--- config.mk ---
export PLATFORM = sky130hd
export DESIGN_NAME = inport_multicast_distributor_flat
export DESIGN_NICKNAME = d
export VERILOG_FILES = /design/src/rtl/noc_pkg.sv /design/src/rtl/inport_multicast_distributor_if.sv /design/src/rtl/inport_lane_counter.sv /design/src/rtl/inport_multicast_distributor.sv /design/src/flat_wrapper.sv
export SDC_FILE = /design/constraint.sdc
export NUM_CORES = 1
export LEC_CHECK = 0
export CAP_MARGIN = 5
export CORE_MARGIN = 2
export CORE_UTILIZATION = 33
export CTS_CLUSTER_SIZE = 24
export DETAILED_ROUTE_END_ITERATION = 7
export PLACE_DENSITY_LB_ADDON = 0.2
export SLEW_MARGIN = 20
export SYNTH_ARGS = -nofsm -noshare
export SYNTH_HDL_FRONTEND = slang
export SYNTH_SLANG_ARGS = --single-unit
--- constraint.sdc ---
create_clock -name clk -period 8.6 [get_ports clk]
set_input_delay 1.72 -clock clk [delete_from_list [all_inputs] [get_ports clk]]
set_output_delay 1.72 -clock clk [all_outputs]
set_load 0.01 [all_outputs]
--- src/rtl/noc_pkg.sv ---
// Shared definitions for the router input-port logic: packet FSM states and a width helper.
package noc_pkg;

    typedef enum logic [1:0] {
        ST_IDLE   = 2'd0,
        ST_ACTIVE = 2'd1,
        ST_DROP   = 2'd2
    } state_t;

    // Bits needed to index n distinct values (never less than 1).
    function automatic int clog2(input int n);
        int w;
        w = 1;
        while ((1 << w) < n) w++;
        return w;
    endfunction

endpackage

--- src/rtl/inport_multicast_distributor_if.sv ---
// Bus between the input-port distributor and its buffer, output arbiters and downstream lanes.
interface inport_multicast_distributor_if #(
    parameter int no_outport = 6,
    parameter int flit_size  = 4,
    parameter int phit_size  = 16
);
    logic [flit_size*phit_size-1:0]  indata;
    logic                            head;
    logic                            tail;
    logic                            empty;
    logic [no_outport-1:0]           outport_vec;
    logic [no_outport-1:0]           calls;
    logic [no_outport-1:0]           ready_vec;
    logic [no_outport*phit_size-1:0] outdata;
    logic [no_outport-1:0]           new_vec;
    logic [no_outport-1:0]           sent_req_vec;
    logic                            want;
    logic                            all_done;
    logic                            drop_err;

    modport master (
        input  indata, head, tail, empty, outport_vec, calls, ready_vec,
        output outdata, new_vec, sent_req_vec, want, all_done, drop_err
    );

    modport slave (
        output indata, head, tail, empty, outport_vec, calls, ready_vec,
        input  outdata, new_vec, sent_req_vec, want, all_done, drop_err
    );
endinterface

--- src/rtl/inport_lane_counter.sv ---
// Per-lane phit counter with flit-complete and packet-complete flags.
module inport_lane_counter #(
    parameter int flit_size = 4,
    parameter int cnt_w     = 3
) (
    input  logic             clk,
    input  logic             reset,
    input  logic             fire,
    input  logic             pop,
    input  logic             tail,
    input  logic             clear,
    output logic [cnt_w-1:0] cnt,
    output logic             flit_done,
    output logic             pkt_done
);
    localparam logic [cnt_w-1:0] LAST = cnt_w'(flit_size - 1);

    logic [cnt_w-1:0] cnt_reg, cnt_next;
    logic             flit_done_reg, flit_done_next;
    logic             pkt_done_reg, pkt_done_next;
    logic             last_fire;

    assign last_fire = fire & (cnt_reg == LAST);

    // A pop restarts the flit even if this lane fires in the same cycle.
    always_comb begin
        cnt_next       = cnt_reg;
        flit_done_next = flit_done_reg;
        pkt_done_next  = pkt_done_reg;
        if (clear) begin
            cnt_next       = '0;
            flit_done_next = 1'b0;
            pkt_done_next  = 1'b0;
        end else if (pop) begin
            cnt_next       = '0;
            flit_done_next = 1'b0;
            pkt_done_next  = pkt_done_reg | (last_fire & tail);
        end else if (fire) begin
            cnt_next = cnt_reg + 1'b1;
            if (last_fire) begin
                flit_done_next = 1'b1;
                pkt_done_next  = pkt_done_reg | tail;
            end
        end
    end

    always_ff @(posedge clk or posedge reset) begin
        if (reset) begin
            cnt_reg       <= '0;
            flit_done_reg <= 1'b0;
            pkt_done_reg  <= 1'b0;
        end else begin
            cnt_reg       <= cnt_next;
            flit_done_reg <= flit_done_next;
            pkt_done_reg  <= pkt_done_next;
        end
    end

    assign cnt       = cnt_reg;
    assign flit_done = flit_done_reg;
    assign pkt_done  = pkt_done_reg;
endmodule

--- src/rtl/inport_multicast_distributor.sv ---
// Input-port distributor: serialises each buffered flit phit-by-phit onto every destination lane.
module inport_multicast_distributor
    import noc_pkg::*;
#(
    parameter int no_outport                  = 6,
    parameter int flit_size                   = 4,
    parameter int floorplusone_log2_flit_size = 3,
    parameter int phit_size                   = 16
) (
    input  logic                           clk,
    input  logic                           reset,
    inport_multicast_distributor_if.master bus
);
    localparam int CW = floorplusone_log2_flit_size;
    localparam logic [CW-1:0] LAST = CW'(flit_size - 1);

    state_t                state_reg, state_next;
    logic [no_outport-1:0] dest_reg, dest_next;
    logic [no_outport-1:0] fire, lane_ok, flit_done, pkt_done;
    logic [no_outport-1:0] new_vec_reg;
    logic                  all_done_reg, all_done_next;
    logic                  drop_err_reg, drop_err_next;
    logic                  pop, clear_all, active;

    assign active = (state_reg == ST_ACTIVE);

    genvar gi;
    generate
        for (gi = 0; gi < no_outport; gi++) begin : g_lane
            logic [CW-1:0]        cnt;
            logic [phit_size-1:0] phit_sel;
            logic [phit_size-1:0] data_reg;

            inport_lane_counter #(
                .flit_size (flit_size),
                .cnt_w     (CW)
            ) u_cnt (
                .clk       (clk),
                .reset     (reset),
                .fire      (fire[gi]),
                .pop       (pop),
                .tail      (bus.tail),
                .clear     (clear_all),
                .cnt       (cnt),
                .flit_done (flit_done[gi]),
                .pkt_done  (pkt_done[gi])
            );

            assign fire[gi] = active & dest_reg[gi] & bus.calls[gi] & bus.ready_vec[gi]
                            & ~flit_done[gi] & ~bus.empty;
            // Lane no longer holds up the pop: not addressed, finished, or finishing now.
            assign lane_ok[gi] = ~dest_reg[gi] | flit_done[gi] | (fire[gi] & (cnt == LAST));

            always_comb begin
                phit_sel = '0;
                for (int k = 0; k < flit_size; k++) begin
                    if (cnt == CW'(k)) phit_sel = bus.indata[k*phit_size +: phit_size];
                end
            end

            always_ff @(posedge clk or posedge reset) begin
                if (reset) data_reg <= '0;
                else       data_reg <= fire[gi] ? phit_sel : '0;
            end

            assign bus.outdata[gi*phit_size +: phit_size] = data_reg;
        end
    endgenerate

    always_comb begin
        state_next    = state_reg;
        dest_next     = dest_reg;
        pop           = 1'b0;
        clear_all     = 1'b0;
        all_done_next = 1'b0;
        drop_err_next = 1'b0;
        case (state_reg)
            ST_IDLE: begin
                if (!bus.empty) begin
                    if (!bus.head) begin
                        pop           = 1'b1;
                        drop_err_next = 1'b1;
                    end else if (|bus.outport_vec) begin
                        dest_next  = bus.outport_vec;
                        clear_all  = 1'b1;
                        state_next = ST_ACTIVE;
                    end else begin
                        state_next = ST_DROP;
                    end
                end
            end
            ST_ACTIVE: begin
                if (!bus.empty && (&lane_ok)) begin
                    pop = 1'b1;
                    if (bus.tail) begin
                        dest_next     = '0;
                        clear_all     = 1'b1;
                        all_done_next = 1'b1;
                        state_next    = ST_IDLE;
                    end
                end
            end
            ST_DROP: begin
                if (!bus.empty) begin
                    pop = 1'b1;
                    if (bus.tail) begin
                        drop_err_next = 1'b1;
                        state_next    = ST_IDLE;
                    end
                end
            end
            default: state_next = ST_IDLE;
        endcase
    end

    always_ff @(posedge clk or posedge reset) begin
        if (reset) begin
            state_reg    <= ST_IDLE;
            dest_reg     <= '0;
            new_vec_reg  <= '0;
            all_done_reg <= 1'b0;
            drop_err_reg <= 1'b0;
        end else begin
            state_reg    <= state_next;
            dest_reg     <= dest_next;
            new_vec_reg  <= fire;
            all_done_reg <= all_done_next;
            drop_err_reg <= drop_err_next;
        end
    end

    assign bus.want         = pop & ~reset;
    assign bus.sent_req_vec = dest_reg & ~pkt_done & {no_outport{~reset}};
    assign bus.new_vec      = new_vec_reg;
    assign bus.all_done     = all_done_reg;
    assign bus.drop_err     = drop_err_reg;
endmodule

--- src/flat_wrapper.sv ---
// flat-port wrapper written by rule: the top's interface ports become plain ports
module inport_multicast_distributor_flat import noc_pkg::*;
#(
    parameter int no_outport                  = 6,
    parameter int flit_size                   = 4,
    parameter int floorplusone_log2_flit_size = 3,
    parameter int phit_size                   = 16
)
  (clk, reset, bus_indata, bus_head, bus_tail, bus_empty, bus_outport_vec, bus_calls, bus_ready_vec, bus_outdata, bus_new_vec, bus_sent_req_vec, bus_want, bus_all_done, bus_drop_err);
  inport_multicast_distributor_if #(.no_outport(no_outport), .flit_size(flit_size), .phit_size(phit_size)) bus_i ();
  input  logic clk;
  input  logic reset;
  input wire logic [$bits(bus_i.indata)-1:0] bus_indata;
  input wire logic [$bits(bus_i.head)-1:0] bus_head;
  input wire logic [$bits(bus_i.tail)-1:0] bus_tail;
  input wire logic [$bits(bus_i.empty)-1:0] bus_empty;
  input wire logic [$bits(bus_i.outport_vec)-1:0] bus_outport_vec;
  input wire logic [$bits(bus_i.calls)-1:0] bus_calls;
  input wire logic [$bits(bus_i.ready_vec)-1:0] bus_ready_vec;
  output wire logic [$bits(bus_i.outdata)-1:0] bus_outdata;
  output wire logic [$bits(bus_i.new_vec)-1:0] bus_new_vec;
  output wire logic [$bits(bus_i.sent_req_vec)-1:0] bus_sent_req_vec;
  output wire logic [$bits(bus_i.want)-1:0] bus_want;
  output wire logic [$bits(bus_i.all_done)-1:0] bus_all_done;
  output wire logic [$bits(bus_i.drop_err)-1:0] bus_drop_err;
  assign bus_i.indata = bus_indata;
  assign bus_i.head = bus_head;
  assign bus_i.tail = bus_tail;
  assign bus_i.empty = bus_empty;
  assign bus_i.outport_vec = bus_outport_vec;
  assign bus_i.calls = bus_calls;
  assign bus_i.ready_vec = bus_ready_vec;
  assign bus_outdata = bus_i.outdata;
  assign bus_new_vec = bus_i.new_vec;
  assign bus_sent_req_vec = bus_i.sent_req_vec;
  assign bus_want = bus_i.want;
  assign bus_all_done = bus_i.all_done;
  assign bus_drop_err = bus_i.drop_err;
  inport_multicast_distributor #(.no_outport(no_outport), .flit_size(flit_size), .floorplusone_log2_flit_size(floorplusone_log2_flit_size), .phit_size(phit_size)) u_core (.clk(clk), .reset(reset), .bus(bus_i));
endmodule
==> metrics.md <==
| Metric | Value |
|---|---|
| Status | `complete, no violations` |
| Critical path buffer and inverter count | `2` |
| Synth top cells by count | `142 x dfrtp_1, 127 x nor2_1, 100 x a21oi_1` |
| Seq cells post-synth | `142` |
| Final WL | `slightly below 30 mm` |
| Row Count | `56` |
| Hold Path Cell Cnt | `2` |
| Chip width | `158.5 microns` |
| CTS root buf | `clkbuf_16` |
| Internal power | `1850 uW` |
| Vias | `7588` |
| Synth cell types | `42` |
| Yosys warning count | `0` |
| Pin count of the biggest net entering global routing | `80` |
| Vias per cell | `around 5.6` |
| CTS tree | `built` |
| Family with the most delay on the worst path | `simple AND/OR/NAND/NOR gates` |
| Fmax achieved | `156.3 MHz` |
| Sequential element share of the synthesized area | `45.14%` |
| # IOs | `198` |
| CP required | `6880 ps` |
| Non-Filler Instances | `about 1400` |
| Top cell type's share of synthesized area | `around 45%` |
| Clk sinks | `142` |
| Util after Layout | `a little under half` |
| Yosys top cell by area | `dfrtp_1` |
| Asr flop ratio synth | `between 90% and 100%` |
| Net Count, Synth | `965` |
| I/O Buffers | `197` |
| Crit. End Element | `output port` |
| Setup TNS | `0 ps` |
| Post-route ant nets | `0` |
| Vias in the first global route | `7283` |
| Avg Cell Area, Syn | `9.328 sq um` |
| Maximum clock path buffer count | `2` |
| Clock power share | `25.7%` |
| DP Wirelength | `19.41 mm` |
| Combinational power share | `48.4%` |
| Total CTS buffers | `17` |
| Hold_buf cts | `0` |
| Cells after DPL | `1324` |
| Crit path arrival time | `roughly 4700 ps` |
| Max VDD drop | `about 0.13 mV` |
| Area of the mapped netlist | `7873 sq um` |
| Diode count | `0` |
| Nets | `1145` |
| Hold Vio Cnt, Final | `0` |
| EDFF count, synth | `0` |
| H-tree depth | `4` |
| Most frequent cell on the critical path | `clkdlybuf4s50_1` |
| Most common cell in the synthesized netlist | `dfrtp_1` |
| Crit path depth | `7` |
| Post-cts gate resize count | `0` |
| Kind of critical path | `primary input to output port` |
| Number of max-cap violations | `0` |
| Seq pwr share | `between 20% and 30%` |
| Leak | `0.004754 uW` |
| Synthesized instance count | `844` |
| Most used DFF post-synth | `dfrtp_1` |
| RD Place Congestion | `0.8709` |
| Antenna violations before repair | `1` |
| Psw | `between 1000 and 1500 uW` |
| GRT overflow | `0` |
| PD cells | `284.1 nW/um^2` |
| Crit Path Max Fanout | `11` |
| Startpoint Class | `primary input` |
| Postcts setup bufs | `0` |
| Wirelength per Cell | `between 20 and 25 microns` |
| Final slew viol count | `0` |
| Max reg flops | `96` |
| R2R depth | `7` |
| Pin slew with the least headroom to its limit | `approximately 1200 ps` |
| Placeable Area | `23470 sq um` |
| All-Layer GR Usage | `23.88%` |
| Switching share of power | `40.13%` |
| Largest cells by area after synthesis | `dfrtp_1 45%, a22o_1 8.3%, a22oi_1 8.3%` |
| R2R Setup Slk | `4770 ps` |
| Final worst path period need | `~6400 ps` |
| Residual DRC count | `0` |
| Skew final | `11.98 ps` |
| DRT iter0 DRCs | `739` |
| Hold Crit Class | `flop to flop` |
| Die area | `approximately 25000 sq um` |
| Max_slew headroom | `about a quarter` |
| Final setup viols | `0` |
| First-pass iteration count of the detailed router | `5` |
| First-pass GRT wire length | `44.53 mm` |
| RSZ-0062 raised after global routing | `no` |
| Layout cells sized above 1 | `7.239%` |
| Area added between synthesis and finish | `38.16%` |
| Final worst path period share | `around 74%` |
| Starting Density | `approximately a third` |
| Die Y | `158.5 microns` |
| Critical path's slowest cell | `or4_1` |
| Worst-path clk slew | `60 ps` |
| Peak per-stage delay on the critical path | `700 ps` |
| Worst skew pair latency | `around 420 ps` |
| Crit-path cells | `clkdlybuf4s50_1 -> nand2b_1 -> o21a_1 -> or4_1 -> o22ai_1 -> and3_1 -> clkdlybuf4s50_1` |
## routing by layer
| metal | part of all wire [%] | wire (microns) | track usage (%) | up-vias |
|---|---|---|---|---|
| met5 | 0.044 | 13 | 0 | - |
| met4 | 2.5 | 737 | 9.481 | 2 |
| met3 | 9.1 | 2713 | 5.144 | 59 |
| met2 | 45 | 13450 | 36.96 | 417 |
| met1 | 43 | 12750 | 32.65 | 3635 |
| li1 | - | - | - | 3475 |
## worst reg2reg max path, cell delays in order, from the launching register on
cell	delay, ps
dfrtp_1	430
inv_1	130
ha_1	560
nand2b_1	480
o21a_1	300
or4_1	700
o32ai_4	940
nor2_1	130
## final timing paths
kind,startpoint,end
setup / recovery,bus_empty,bus_want
hold / removal,u_core.g_lane[2].u_cnt.flit_done,u_core.g_lane[2].u_cnt.flit_done
setup reg to reg,u_core.state_reg[1],u_core.g_lane[5].u_cnt.cnt[0]
hold reg to reg,u_core.g_lane[2].u_cnt.flit_done,u_core.g_lane[2].u_cnt.flit_done
max in group asynchronous,reset,u_core.g_lane[2].u_cnt.cnt[2]
min in group asynchronous,reset,u_core.dest_reg[4]
## through the flow
stage	cell area (sq um)	hold WS (ps)	setup WS, ps	power [uW]
after floorplan	7873	457.4	1665	1771
after global placement	10240	478.0	2250	2268
after detailed placement	10240	489.4	2210	2274
after CTS	10870	501.5	2200	3072
after global routing	10880	535.7	2072	3265
final	10880	504.1	2201	3090
## cell families (layout without fill, tap and decap cells)
| family | Yosys count | after routing | synth area share, % |
|---|---|---|---|
| multiplexers | 1 | 1 | 0.1430 |
| XOR/XNOR | 5 | 5 | 0.5562 |
| adder cells (fa/ha/maj) | 34 | 34 | 5.404 |
| buffers and inverters | 89 | 281 | 4.561 |
| flip-flops | 142 | 142 | 45.14 |
| AND/OR/NAND/NOR | 247 | 247 | 14.54 |
| AO/OA/AOI/OAI | 326 | 326 | 29.66 |
## power by group through the flow
stage	Sequential [uW]	Combinational, uW	Clock (uW)
floorplan	805	966	0
global placement	812	1460	0
detailed placement	813	1460	0
CTS	801	1470	801
global route	812	1620	834
finish	801	1500	793
## final cells by class
type	instances	area, sq um
clock inverter	13	188.9
multi-input combinational	613	4019
tap	319	399.1
fill	2244	12600
clock buffer	18	439.2
sequential	142	3553
timing repair buffer	223	2171
inverter	27	106.4
## layout by cell type (no fill, tap or decap), drive strengths merged, types with 2 or more instances in the layout
cell type	synthesis	routed
a211oi	14	14
nand3	2	2
a221o	15	15
a21oi	100	100
nand2	43	43
nor2	127	127
and3	5	5
bufinv	0	4
and2	5	5
a311o	2	2
nand4	3	3
nand2b	12	12
buf	11	26
a22o	75	75
clkinvlp	0	2
nor3b	12	12
nor2b	14	14
dfrtp	142	142
nor3	15	15
ha	34	34
o211ai	17	17
inv	27	28
nor4	4	4
clkdlybuf4s50	0	197
o21ai	8	8
clkbuf	51	18
clkinv	0	6
xnor2	5	5
a22oi	87	87
Power figures use the tool's default switching activity.
